--- src/rtl/wb_stage.sv ---
// RV32I write-back stage: load extraction, 32x32 register file with bypassed
// registered read ports, EX forwarding taps and the 64-bit retired-instruction counter.
module wb_stage (
  input  logic        clk,
  input  logic        rst_n,
  input  logic        cmd_ld_wb,
  input  logic [2:0]  ld_code_wb,
  input  logic [4:0]  rd_adr_wb,
  input  logic [31:0] rd_data_wb,
  input  logic        wbk_rd_reg_wb,
  input  logic [31:0] ld_data_wb,
  input  logic        inst_retire_wb,
  input  logic        stall,
  input  logic        rst_pipe_wb,
  input  logic [4:0]  rs1_adr_id,
  input  logic [4:0]  rs2_adr_id,
  output logic [31:0] rs1_data_ex,
  output logic [31:0] rs2_data_ex,
  output logic [31:0] wbk_data_wb,
  output logic        wbk_en_fwd,
  output logic [31:0] wbk_data_wb2,
  output logic [4:0]  rd_adr_wb2,
  output logic        wbk_en_wb2,
  input  logic [1:0]  csr_instret_we,
  input  logic [31:0] csr_instret_wdata,
  output logic [63:0] instret
);

  logic [7:0]  ld_byte;
  logic [15:0] ld_half;
  logic [31:0] ld_ext;

  logic [31:0] rf_q [32];
  logic [31:0] rs1_d, rs1_q;
  logic [31:0] rs2_d, rs2_q;
  logic [31:0] wbk_data_wb2_q;
  logic [4:0]  rd_adr_wb2_q;
  logic        wbk_en_wb2_q;
  logic [63:0] instret_d, instret_q;

  always_comb begin
    ld_byte = ld_data_wb[7:0];
    case (rd_data_wb[1:0])
      2'd0: ld_byte = ld_data_wb[7:0];
      2'd1: ld_byte = ld_data_wb[15:8];
      2'd2: ld_byte = ld_data_wb[23:16];
      2'd3: ld_byte = ld_data_wb[31:24];
      default: ld_byte = ld_data_wb[7:0];
    endcase
  end

  assign ld_half = rd_data_wb[1] ? ld_data_wb[31:16] : ld_data_wb[15:0];

  always_comb begin
    ld_ext = '0;
    case (ld_code_wb)
      3'b000: ld_ext = {{24{ld_byte[7]}}, ld_byte};
      3'b001: ld_ext = {{16{ld_half[15]}}, ld_half};
      3'b010: ld_ext = ld_data_wb;
      3'b100: ld_ext = {24'd0, ld_byte};
      3'b101: ld_ext = {16'd0, ld_half};
      default: ld_ext = '0;
    endcase
  end

  assign wbk_data_wb = cmd_ld_wb ? ld_ext : rd_data_wb;
  assign wbk_en_fwd  = wbk_rd_reg_wb & (rd_adr_wb != 5'd0) & ~rst_pipe_wb;

  // x0 is never written because wbk_en_fwd excludes rd == 0
  always_ff @(posedge clk or negedge rst_n) begin
    if (!rst_n) begin
      for (int unsigned i = 0; i < 32; i++) rf_q[i] <= '0;
    end else if (wbk_en_fwd) begin
      rf_q[rd_adr_wb] <= wbk_data_wb;
    end
  end

  always_comb begin
    rs1_d = rf_q[rs1_adr_id];
    if (rs1_adr_id == 5'd0)
      rs1_d = '0;
    else if (wbk_en_fwd && (rd_adr_wb == rs1_adr_id))
      rs1_d = wbk_data_wb;
  end

  always_comb begin
    rs2_d = rf_q[rs2_adr_id];
    if (rs2_adr_id == 5'd0)
      rs2_d = '0;
    else if (wbk_en_fwd && (rd_adr_wb == rs2_adr_id))
      rs2_d = wbk_data_wb;
  end

  always_ff @(posedge clk or negedge rst_n) begin
    if (!rst_n) begin
      rs1_q <= '0;
      rs2_q <= '0;
    end else if (!stall) begin
      rs1_q <= rs1_d;
      rs2_q <= rs2_d;
    end
  end

  always_ff @(posedge clk or negedge rst_n) begin
    if (!rst_n) begin
      wbk_data_wb2_q <= '0;
      rd_adr_wb2_q   <= '0;
      wbk_en_wb2_q   <= 1'b0;
    end else if (rst_pipe_wb) begin
      wbk_data_wb2_q <= '0;
      rd_adr_wb2_q   <= '0;
      wbk_en_wb2_q   <= 1'b0;
    end else begin
      wbk_data_wb2_q <= wbk_data_wb;
      rd_adr_wb2_q   <= rd_adr_wb;
      wbk_en_wb2_q   <= wbk_en_fwd;
    end
  end

  // A CSR write to either half takes priority over the retire increment
  always_comb begin
    instret_d = instret_q;
    if (|csr_instret_we) begin
      if (csr_instret_we[0]) instret_d[31:0]  = csr_instret_wdata;
      if (csr_instret_we[1]) instret_d[63:32] = csr_instret_wdata;
    end else if (inst_retire_wb && !stall && !rst_pipe_wb) begin
      instret_d = instret_q + 64'd1;
    end
  end

  always_ff @(posedge clk or negedge rst_n) begin
    if (!rst_n) instret_q <= '0;
    else        instret_q <= instret_d;
  end

  assign rs1_data_ex  = rs1_q;
  assign rs2_data_ex  = rs2_q;
  assign wbk_data_wb2 = wbk_data_wb2_q;
  assign rd_adr_wb2   = rd_adr_wb2_q;
  assign wbk_en_wb2   = wbk_en_wb2_q;
  assign instret      = instret_q;

endmodule

--- config.mk ---
export PLATFORM = sky130hd
export DESIGN_NAME = wb_stage
export DESIGN_NICKNAME = d
export VERILOG_FILES = /design/src/rtl/wb_stage.sv
export SDC_FILE = /design/constraint.sdc
export NUM_CORES = 2
export LEC_CHECK = 0
export BUFFER_PORTS_ARGS = -buffer_cell sky130_fd_sc_hd__clkbuf_2
export CORE_ASPECT_RATIO = 0.8
export CORE_UTILIZATION = 60
export DETAILED_ROUTE_END_ITERATION = 8
export PLACE_DENSITY = 0.81
export SETUP_SLACK_MARGIN = 0.1
export SYNTH_ARGS = -nofsm -noshare
export SYNTH_HDL_FRONTEND = slang
export SYNTH_SLANG_ARGS = --single-unit
--- constraint.sdc ---
create_clock -name clk -period 4.6 [get_ports clk]
set_clock_uncertainty 0.1 [all_clocks]
set_input_delay 0 -clock clk [delete_from_list [all_inputs] [get_ports clk]]
set_output_delay 0 -clock clk [all_outputs]
set_load 0.02 [all_outputs]
After elaboration in Yosys (flattened, before gate mapping)
Cells that the tools add are included.
{ "totals": {"reg_bits": 1190, "input_bits": 123, "out_inout_bits": 199, "word_cells": 101} }
{ "classes": {"addsub": 1, "n_lt_le_gt_ge": 4, "n_eq_ne": 11, "n_mux": 24, "bitwise": 6, "n_reduce_logical": 16} }
{ "op_table": {"columns": ["operator", "count"], "rows": [
  ["$bwmux 1024", 1],
  ["$mux 32", 13],
  ["$bmux 32 s5", 2],
  ["$demux 32 s5", 1],
  ["$pmux 32 s5", 1],
  ["$mux 64", 2],
  ["$add 64x1->64 const B", 1],
  ["$pmux 8 s4", 1],
  ["$ge 6x6->1 const B", 3],
  ["$not 5->6", 3],
  ["$mux 16", 1],
  ["$eq 5x5->1", 2],
  ["$logic_not 5->1", 2],
  ["$eq 3x3->1 const B", 2],
  ["$lt 6x1->1 const B", 1],
  ["$logic_and 1x1->1", 5],
  ["$mux 5", 1],
  ["$reduce_bool 5->1", 1],
  ["$eq 2x2->1 const B", 2],
  ["$ne 2x2->1 const B", 2],
  ["$reduce_and 2->1", 2],
  ["$eq 3x1->1 const B", 1],
  ["$eq 3x2->1 const B", 1],
  ["$logic_not 3->1", 1],
  ["8 further kinds", 10]
]} }

Longest topological paths before layout
{ "logic_depth": {"word_depth": 6, "mapped_depth": 10, "ltp_nobuf": 7} }

Worst setup path before layout
Ideal clock, no wire load.
{ "synth_timing": {"path_kind": "flip-flop to flip-flop", "startpoint": "register instret_q[5], in the netlist instret[5]", "endpoint": "register instret_q[41], in the netlist instret[41]", "setup_ps": 121, "arrival_ps": 2271, "required_ps": 4379, "slack_ps": 2109, "stages_incl_launch_ff": 9, "path_buffers": 2, "synth_period_minus_slack_ps": 2491, "path_cell_list": "dfrtp_1 -> buf_2 -> nand4_2 -> nor4_4 -> and3_1 -> buf_2 -> nand4_2 -> or4_1 -> o211a_1"} }
{ "synth_via": {"elab_chain_len": 3} }
{ "synth_lines": {"columns": ["element", "line", "source"], "rows": [
  ["start, declared", "39", "logic [63:0] instret_d, instret_q;"],
  ["start signal, assigned", "133", "else instret_q <= instret_d;"],
  ["$add 64x1->64", "127", "instret_d = instret_q + 64'd1;"],
  ["$mux 64", "126", "end else if (inst_retire_wb && !stall && !rst_pipe_wb) begin"],
  ["$mux 64", "123", "if (|csr_instret_we) begin"]
]} }
Every way passes these cells. The select of a mux whose other input is x is not followed.
A chain may end at the register's enable or synchronous reset.

Worst setup path in the final report
{ "layout_timing": {"startpoint": "input port rd_data_wb[0]", "endpoint": "output port wbk_data_wb[19]"} }
{ "layout_via": {"elab_chain_len": 4, "elab_cells_between_ends": 7, "cone_classes": "eq/ne: 3; mux: 3; reduce/logical: 1"} }
{ "layout_lines": {"columns": ["element", "line", "source"], "rows": [
  ["start, declared", "9", "input logic [31:0] rd_data_wb,"],
  ["$eq 2x2->1, or another cell as far along", "43", "case (rd_data_wb[1:0])"],
  ["$pmux 8 s4 (*)", "43", null],
  ["$pmux 32 s5 (*)", "56", "case (ld_code_wb)"],
  ["$mux 32 (*)", "66", "assign wbk_data_wb = cmd_ld_wb ? ld_ext : rd_data_wb;"],
  ["end, declared", "19", "output logic [31:0] wbk_data_wb,"]
]} }
Every way passes the cells marked *; elsewhere a longest branch is shown, timed or not.

==> results.md <==
* Worst-path clk slew at 60 ps
* Net Count, Synth at 5484
* Hpwl dp at 129000 µm
* Setup violations, final at 0
* Comb pwr share at 0.199
* Root buf cell: clkbuf_16
* Critical Path RT at 4500 ps
* Final period demand of the worst path at 3930 ps
* Clk buf depth at 3
* GRT Util Overall at 0.419
* Area Growth Syn to Fin at 14.0%
* Post-CTS Setup Bufs at 0
* Final hold viol count at 0
* GRT overflow at 0
* # rows at 104
* Area leader, netlist: dfrtp_1
* Total chip power at 29.7 mW
* Sw Pwr at 8.93 mW
* Status: complete, no violations
* IO Pins at 322
* Maximum fanout along the worst path at 16
* CTS tree: built
* Worst Max-Slew Pin Slew at 1300 ps
* Post-DRT Antenna Nets at 0
* Hold Path Class: in2reg
* Sequential Power Share at 0.450
* Die span in x at 358 µm
* Fmax at 254 MHz
* Pint at 20.8 mW
* Mapped cell area at 61000 µm²
* Async SR Flop Fraction at 1.00
* Crit. End Element: output port
* Share of cells above drive strength 1 at 0.244
* Maxcap violations at 0
* Die footprint at 103000 µm²
* Crit Path Class: in2out
* Maximum vdd ir drop at 0.426 mV
* Vias in the first global route at 50600
* Fillers at 6637
* Initial DRC count at 8466
* Clk network pwr share at 0.351
* Clock sinks at 1190
* Post-synthesis cell count at 5360
* Placed cell area at 63700 µm²
* Largest net degree at the start of global routing at 141
* Routed vias at 51000
* Setup TNS at 0 ps
* Yosys top cell area share at 0.488
* Synth Register Bits at 1190
* Initial core utilization at 0.606
* Crit path DAT at 3830 ps
* RSZ-0062 raised after global routing: no
* Final Max Tran Viols at 0
* Die H at 287 µm
* Vias per inst at 7.31
* Switching portion of total power at 0.300
* Inserted Clock Buffers at 115
* Rel. slew slack at 0.134
* Netlist cell types at 82
* Worst skew pair latency at 750 ps
* Worst setup SP type: primary input
* Main synth FF type: dfrtp_1
* Top-count cell post-synth: dfrtp_1
* Initial antenna violation count at 7
* Period utilization at 0.854
* Core Region at 101000 µm²
* EDFF count, synth at 0
* Wire per inst at 30.7 µm
* Gpl congestion at 1.09
* PwrDens at 428 nW/µm²
* Synthesized area per cell at 11.4 µm²
* Static leakage power at 29.8 nW
* Pre-antenna DRT Iters at 9
* Number of I/O port buffers at 321
* Synth Warn # at 0
* Post-route DRC violation count at 0
* Global-route wire length before repair at 318000 µm
* Synth area leaders: dfrtp_1, mux4_2, a21oi_1
* Post-synth top cells: dfrtp_1, nand2_1, nor2_1, mux4_2, a21oi_1
* NumNets Final at 5663
* Routed wire length at 214000 µm
* Post-route cell area at 69500 µm²
* # H-tree levels at 3
* Sequential share of the synthesized area at 0.488
## path summary, 6_finish.rpt
check                                        from                          to  slack (ps)  depth (start not counted)
hold / removal              csr_instret_wdata[14]     instret[46]$_DFFE_PN0P_          40                          4
min in group asynchronous                   rst_n       rf_q[904]$_DFFE_PN0P_         540                          4
setup / recovery                    rd_data_wb[0]             wbk_data_wb[19]         670                         10
max in group asynchronous                   rst_n  wbk_data_wb2[21]$_DFF_PN0_        3100                          4
hold reg to reg             rf_q[995]$_DFFE_PN0P_       rf_q[995]$_DFFE_PN0P_         300                          0
setup reg to reg           instret[0]$_DFFE_PN0P_     instret[40]$_DFFE_PN0P_         820                          8
## through the flow
step | utilization | setup slack, ps | instances | hold slack (ps)
finish | 0.691 | 671 | 6968 | 43.0
global route | 0.691 | 604 | 6960 | 22.9
CTS | 0.691 | 788 | 6958 | 3.52
floorplan | - | 2110 | 5360 | -396
global placement | 0.634 | 1500 | 6588 | -13.7
detailed placement | 0.634 | 1370 | 6588 | -12.2
## power by group through the flow
stage / clock network, mW / logic [mW] / registers (mW)
after floorplan: 0 / 3.73 / 13.2
after global placement: 0 / 5.37 / 13.2
after detailed placement: 0 / 5.57 / 13.4
after CTS: 10.4 / 5.78 / 13.3
after global routing: 10.8 / 6.28 / 13.5
final: 10.4 / 5.91 / 13.4
## layout make-up
type,instances,area (µm²),area share
Sequential cell,1190,29800,0.428
Multi-Input combinational cell,3547,29000,0.417
Timing Repair Buffer,620,4680,0.0674
Tap cell,1325,1660,0.0239
Antenna cell,10,25.0,0.000360
Inverter,65,244,0.00351
Clock buffer,149,3250,0.0468
Clock inverter,62,871,0.0125
## cell families after synthesis
kind of cell,share of synthesized area
XOR/XNOR,0.00345
AO/OA/AOI/OAI,0.131
multiplexers,0.234
buffers and inverters,0.0423
flip-flops,0.488
adder cells (fa/ha/maj),0.000205
AND/OR/NAND/NOR,0.101
## per-layer routing
layer / vias up / GRT usage / wire (µm)
met2: 4677 / 0.591 / 92400
met5: - / 0 / 55
li1: 20000 / - / -
met1: 25000 / 0.555 / 72000
met4: 8 / 0.224 / 14000
met3: 1190 / 0.176 / 35400
## registers in the layout, indices dropped and copies added (netlist names)
name and count:
instret 64, rd_adr_wb2 5, rf_q 1024, rs1_data_ex 32, rs2_data_ex 32, wbk_data_wb2 32, wbk_en_wb2 1
## worst max-delay path, cell delays in order
cell	delay, ps
dlygate4sd3_1	560
clkbuf_2	220
mux4_2	340
mux2i_1	240
nor4_4	60
buf_4	290
a221oi_4	520
dlygate4sd3_1	1210
inv_2	120
clkbuf_2	250
## placed cells by master, fill, tap and decap left out, types with 18 or more instances in the layout
master and instances:
clkinv_2 22, nor2b_1 24, bufinv_16 19, a22oi_1 80, dlygate4sd3_1 158, inv_1 47
mux2_2 21, a221o_1 32, mux4_2 591, buf_4 116, clkbuf_8 18, dfrtp_1 1190
mux2i_1 69, a21oi_1 557, buf_12 29, nor3_1 40, clkbuf_16 118, nor2_1 593
nand4_1 22, clkbuf_2 310, o21ai_0 376, o21ai_1 141, nand2_1 596, nand3_1 75
## repair_timing
item | 4_1_cts | 5_1_grt
endpoints found under the hold margin | 1826 | 0
hold buffers | 159 | 0
gates resized for setup | 0 | 0
Note: power is estimated with default switching activity, not from simulation.
